`config.mk`:
```
export PLATFORM = sky130hd
export DESIGN_NAME = sram_req_ctrl
export DESIGN_NICKNAME = d
export VERILOG_FILES = /design/src/rtl/sram_req_ctrl.sv
export SDC_FILE = /design/constraint.sdc
export NUM_CORES = 1
export LEC_CHECK = 0
export ABC_CLOCK_PERIOD_IN_PS = 1500
export BUFFER_PORTS_ARGS = -buffer_cell sky130_fd_sc_hd__clkbuf_2
export CAP_MARGIN = 30
export CORE_ASPECT_RATIO = 1.25
export CORE_UTILIZATION = 48
export CTS_BUF_LIST = sky130_fd_sc_hd__clkbuf_8 sky130_fd_sc_hd__clkbuf_16
export DETAILED_ROUTE_END_ITERATION = 12
export PLACE_DENSITY = 0.83
export SYNTH_ARGS = -nofsm -noshare
export SYNTH_HDL_FRONTEND = slang
export SYNTH_SLANG_ARGS = --single-unit
```
`constraint.sdc`:
```
create_clock -name clk -period 1.5 [get_ports clk]
set_input_delay 0 -clock clk [delete_from_list [all_inputs] [get_ports clk]]
set_output_delay 0 -clock clk [all_outputs]
set_load 0.02 [all_outputs]
```
`src/rtl/sram_req_ctrl.sv`:
```
// sram_req_ctrl
//   Request-side controller for a 256x8 asynchronous-read SRAM. Commands come
//   in on a valid/ready request channel. The controller drives the SRAM pins,
//   captures read data and returns one response per read beat, or one per
//   write command, on a valid/ready response channel.
//
//   Handshake rule (both channels): a transfer happens on a rising edge where
//   valid && ready are both 1. Once raised, a producer holds valid and its
//   payload stable until that transfer.
//
//   Optional feature: define SRAM_REQ_CTRL_BURST_EN to honour req_len, which
//   expands one command into req_len+1 beats at consecutive addresses, wrapping
//   modulo 2^ADDR_W. When it is undefined, every command is one beat.
//
// Ports
//   clk, rst          clock; synchronous active-high reset
//   req_valid/ready   command channel; req_write, req_addr, req_wdata, req_len
//   rsp_valid/ready   response channel; rsp_rdata (0 for writes), rsp_last
//   mem_address, mem_data_in, mem_read_write, mem_chip_en   to the SRAM
//   mem_data_out      from the SRAM, combinational from mem_address
//
// The FSM state is held in state_q (type state_t) and can be probed
// hierarchically.
module sram_req_ctrl #(
  parameter int ADDR_W = 8,
  parameter int DATA_W = 8,
  parameter int LEN_W  = 4
) (
  input  logic              clk,
  input  logic              rst,
  input  logic              req_valid,
  output logic              req_ready,
  input  logic              req_write,
  input  logic [ADDR_W-1:0] req_addr,
  input  logic [DATA_W-1:0] req_wdata,
  input  logic [LEN_W-1:0]  req_len,
  output logic              rsp_valid,
  input  logic              rsp_ready,
  output logic [DATA_W-1:0] rsp_rdata,
  output logic              rsp_last,
  output logic [ADDR_W-1:0] mem_address,
  output logic [DATA_W-1:0] mem_data_in,
  output logic              mem_read_write,
  output logic              mem_chip_en,
  input  logic [DATA_W-1:0] mem_data_out
);

  typedef enum logic [2:0] {
    S_IDLE = 3'd0,
    S_RD   = 3'd1,
    S_WR   = 3'd2,
    S_WGAP = 3'd3,
    S_RSP  = 3'd4
  } state_t;

  state_t            state_q, state_d;
  logic [ADDR_W-1:0] addr_q, addr_d;
  logic [DATA_W-1:0] wdata_q, wdata_d;
  logic [DATA_W-1:0] rdata_q, rdata_d;
  logic              write_q, write_d;
  logic [LEN_W-1:0]  cnt_q;
  logic              last_beat;

`ifdef SRAM_REQ_CTRL_BURST_EN
  logic [LEN_W-1:0] cnt_d;

  always_ff @(posedge clk) begin
    if (rst) cnt_q <= '0;
    else     cnt_q <= cnt_d;
  end
`else
  // Single-beat build: the remaining-beat count is pinned at zero so every
  // command ends after its first beat.
  logic unused_req_len;
  assign cnt_q          = '0;
  assign unused_req_len = ^req_len;
`endif

  assign last_beat = (cnt_q == '0);

  // Response side is decoded from registered state only.
  assign req_ready = (state_q == S_IDLE) && !rst;
  assign rsp_valid = (state_q == S_RSP);
  assign rsp_rdata = rsp_valid ? rdata_q : '0;
  assign rsp_last  = rsp_valid && (last_beat || write_q);

  always_comb begin
    state_d = state_q;
    addr_d  = addr_q;
    wdata_d = wdata_q;
    write_d = write_q;
    rdata_d = rdata_q;
`ifdef SRAM_REQ_CTRL_BURST_EN
    cnt_d   = cnt_q;
`endif
    unique case (state_q)
      S_IDLE: begin
        if (req_valid && req_ready) begin
          addr_d  = req_addr;
          wdata_d = req_wdata;
          write_d = req_write;
`ifdef SRAM_REQ_CTRL_BURST_EN
          cnt_d   = req_len;
`endif
          state_d = req_write ? S_WR : S_RD;
        end
      end
      S_RD: begin
        // SRAM read is asynchronous: the word is valid by the end of the cycle.
        rdata_d = mem_data_out;
        state_d = S_RSP;
      end
      S_WR: begin
        state_d = S_WGAP;
      end
      S_WGAP: begin
        if (!last_beat) begin
          addr_d  = addr_q + 1'b1;
`ifdef SRAM_REQ_CTRL_BURST_EN
          cnt_d   = cnt_q - 1'b1;
`endif
          state_d = S_WR;
        end else begin
          rdata_d = '0;
          state_d = S_RSP;
        end
      end
      S_RSP: begin
        if (rsp_ready) begin
          if (rsp_last) begin
            state_d = S_IDLE;
          end else begin
            addr_d  = addr_q + 1'b1;
`ifdef SRAM_REQ_CTRL_BURST_EN
            cnt_d   = cnt_q - 1'b1;
`endif
            state_d = S_RD;
          end
        end
      end
      default: state_d = S_IDLE;
    endcase
  end

  // The SRAM pins come straight from flops loaded from the next state, so
  // they cannot glitch. Address/data only move on the edge entering WR (when
  // chip_en was low in WGAP) and are held through WR into WGAP, so they never
  // change while the level-sensitive write is enabled.
  always_ff @(posedge clk) begin
    if (rst) begin
      state_q        <= S_IDLE;
      addr_q         <= '0;
      wdata_q        <= '0;
      write_q        <= 1'b0;
      rdata_q        <= '0;
      mem_address    <= '0;
      mem_data_in    <= '0;
      mem_read_write <= 1'b0;
      mem_chip_en    <= 1'b0;
    end else begin
      state_q        <= state_d;
      addr_q         <= addr_d;
      wdata_q        <= wdata_d;
      write_q        <= write_d;
      rdata_q        <= rdata_d;
      mem_chip_en    <= (state_d == S_RD) || (state_d == S_WR);
      mem_read_write <= (state_d == S_WR);
      mem_address    <= ((state_d == S_RD) || (state_d == S_WR) || (state_d == S_WGAP))
                        ? addr_d : '0;
      mem_data_in    <= ((state_d == S_WR) || (state_d == S_WGAP)) ? wdata_d : '0;
    end
  end

endmodule

```
==> metrics.txt <==
detailed-route via count 1,532; core box area 3280 µm²; setup repair after global routing missed its margin yes; clock tree from TritonCTS built; die boundary width 54.8 µm; static leakage power 1.10 nW; sequential cell area fraction in the yosys report 53.8%; area added between synthesis and finish 41.5%; final sum of negative setup slack 0 ps; fraction of final layout cells sized beyond drive strength 1 30.6%; largest fanout on the critical path 5; sort of element at the start of the critical path flip-flop; effective utilization at floorplan 51.1%; register-to-register setup slack 140 ps; Clock Tree Buf Depth 2; number of nets produced by synthesis 215; Initial DRT Pass Iterations 4; area of the mapped netlist 1680 µm²; required time of the worst setup path 1500 ps; TritonCTS buffer count 5; number of hold violations in the final report 0; DRC violations left 0; leading cell types by count after synthesis 45 x sky130_fd_sc_hd__dfxtp_1, 24 x sky130_fd_sc_hd__nand2_1, 24 x sky130_fd_sc_hd__nand3_1; Worst Reg2Reg Path Length in Cells 3; worst path arrival time 1430 ps; cell with the biggest individual delay on the critical path sky130_fd_sc_hd__dfxtp_2; critical register-to-register path endpoint mem_data_in[5]$_SDFF_PP0_; Initial DRC Count 26; Util after Layout 72.3%; worst hold slack after final layout 59.1 ps; post-CTS setup repair buffer count 0; nature of the critical path endpoint output pin; Placed Cells 269; hold path endpoint rdata_q[2]$_SDFFE_PP0P_; cells after synthesis 182; antenna violations before repair 0; count of pins over their slew limit 0; maximum number of pins on one net before global-route repair 20; remaining antenna violation count 0; via density per instance 5.07; placement row count 23; total of max-cap violations 0; number of register bits inferred by synthesis 45; area enclosed by the die boundary 3730 µm²; net count reported at finish 299; status finished, final reports clean; crit share post-route 95.2%; estimated wirelength of the detail-placed design 2310 µm; biggest cell delay along the critical path 350 ps; number of global-route vias before repair 1,436; start point of the worst min-delay path rst; number of unique standard cell types used by synthesis 24; Synth top area share 53.8%; combined global-route utilization of all metal layers 23.4%; Synth area leaders sky130_fd_sc_hd__dfxtp_1 54%, sky130_fd_sc_hd__nand3_1 7.2%, sky130_fd_sc_hd__nand3b_1 6.7%; Max rail drop VDD 1.10 mV; routability congestion estimate from global placement 0.773; count of input and output buffers 57; cell type with the highest aggregate area in the netlist sky130_fd_sc_hd__dfxtp_1; Setup Crit Path Kind reg2out; Async S/R FF share, synth 0%; clock transition at the registers of the reported paths 70 ps; slew at the pin closest to its max-slew limit 679 ps; number of cells in the finished layout apart from fillers 302; Total Routed Length 3880 µm; top-level port count 62; worst clock skew on the final layout 2.66 ps; Antenna diodes 0; Placement Setup Slack 107 ps; instance count along the most critical hold path 2; crit-path cells buf_4 > nor3b_4 > buf_6 > and2_1 > buf_2; total number of H-tree levels 2; clock latency reported for the late side of the worst-skew pair 290 ps; most frequent cell after synthesis sky130_fd_sc_hd__dfxtp_1; r2r startpoint state_q[2]$_SDFF_PP0_; EDFF count, synth 0; total setup violations reported at the end of the flow 0; synth warn 0; achievable clock frequency 700 MHz; path type of the worst min-delay path in2reg; height of the die 68.1 µm; Synth Flop Type sky130_fd_sc_hd__dfxtp_1; post-detailed-route wirelength per cell 12.8 µm; Slew headroom 54.4%; time the final worst path needs with I/O delays and setup 1430 ps; library cell used as clock root buffer sky130_fd_sc_hd__clkbuf_8; PD cells 978 nW/µm²; Post-Synthesis Mean Instance Area 9.21 µm²; final worst setup slack 71.8 ps; total grt overflow 0; wire length of the first global-routing pass 6090 µm; Num Clock Sinks 45
[sequential cells by signal, summed over array words and instances, names as in the netlist]
signal,cells
addr_q,8
mem_address,8
mem_chip_en,1
mem_data_in,8
mem_read_write,1
rdata_q,8
state_q,3
wdata_q,8
[power breakdown]
group | switching, mW | internal [mW] | leakage (nW) | total, mW
clock network | 0.362 | 0.306 | 0.0399 | 0.668
logic | 0.189 | 0.168 | 0.691 | 0.356
registers | 0.0302 | 1.26 | 0.369 | 1.29
[cell families (layout without fill, tap and decap cells)]
| family | Yosys count | count (layout) | share of synthesized area, % |
|---|---|---|---|
| compound gates | 27 | 27 | 8.21 |
| buf+inv | 15 | 98 | 5.00 |
| flops | 45 | 45 | 53.8 |
| simple gates | 95 | 95 | 33.0 |
[final cells by class]
cell class / count / area [µm²]
timing repair buffer: 92 / 647
tap: 37 / 46.3
fill: 258 / 910
clock buffer: 5 / 68.8
sequential: 45 / 905
clock inverter: 1 / 5.00
multi-input combinational: 122 / 699
[worst max-delay path, delay by kind of cell (launching register included)]
family / cells / cell delay [ps]
buffers and inverters: 3 / 460
AND/OR/NAND/NOR: 2 / 330
flip-flops: 1 / 350
[stage by stage]
stage | total power [mW] | instance area, µm²
2_1_floorplan | 1.51 | 1680
3_3_place_gp | 1.60 | 1980
3_5_place_dp | 1.61 | 1980
4_1_cts | 2.32 | 2320
5_1_grt | 2.42 | 2370
6_report | 2.32 | 2370
[routing by layer]
layer | wire length, µm | vias to the layer above | global-route usage, % | part of all wire (%)
li1 | - | 777 | - | -
met1 | 1590 | 703 | 25.4 | 41
met2 | 1990 | 42 | 39.6 | 51
met3 | 214 | 10 | 8.22 | 5.5
met4 | 90 | 0 | 10.6 | 2.3
met5 | 0 | - | 0 | 0
[how the worst max path moves through the flow]
stage,from,to,slack [ps]
3_5_place_dp,state_q[2]$_SDFF_PP0_,mem_data_in[5]$_SDFF_PP0_,110
5_1_grt,state_q[0]$_SDFF_PP0_,rsp_rdata[5],-6
6_report,state_q[0]$_SDFF_PP0_,rsp_rdata[6],70
3_3_place_gp,state_q[2]$_SDFF_PP0_,mem_data_in[2]$_SDFF_PP0_,140
2_1_floorplan,state_q[1]$_SDFF_PP0_,req_ready,100
4_1_cts,state_q[0]$_SDFF_PP0_,rsp_rdata[7],30
[what timing repair did]
action / CTS / global route
gates resized for setup: 1 / 25
endpoints found under the hold margin: 42 / 0
gates cloned: 0 / 1
setup endpoints to repair: 8 / 8
hold buffers: 26 / 0
pin swaps: 0 / 1
[cells in the final DEF, fill, tap and decap left out, types with 2 or more instances in the layout]
cell type                       instances
sky130_fd_sc_hd__nand3b_1              15
sky130_fd_sc_hd__buf_4                 10
sky130_fd_sc_hd__a21oi_1               17
sky130_fd_sc_hd__nor2b_1                3
sky130_fd_sc_hd__nand2b_1              10
sky130_fd_sc_hd__buf_6                  5
sky130_fd_sc_hd__buf_2                  2
sky130_fd_sc_hd__and2_1                 8
sky130_fd_sc_hd__nand3_1               24
sky130_fd_sc_hd__clkbuf_2              49
sky130_fd_sc_hd__nand2_1               24
sky130_fd_sc_hd__clkbuf_8               5
sky130_fd_sc_hd__o21ai_0                8
sky130_fd_sc_hd__dfxtp_2                3
sky130_fd_sc_hd__nor2_1                 2
sky130_fd_sc_hd__dfxtp_1               42
sky130_fd_sc_hd__dlygate4sd3_1         26
Power figures use the tool's default switching activity.
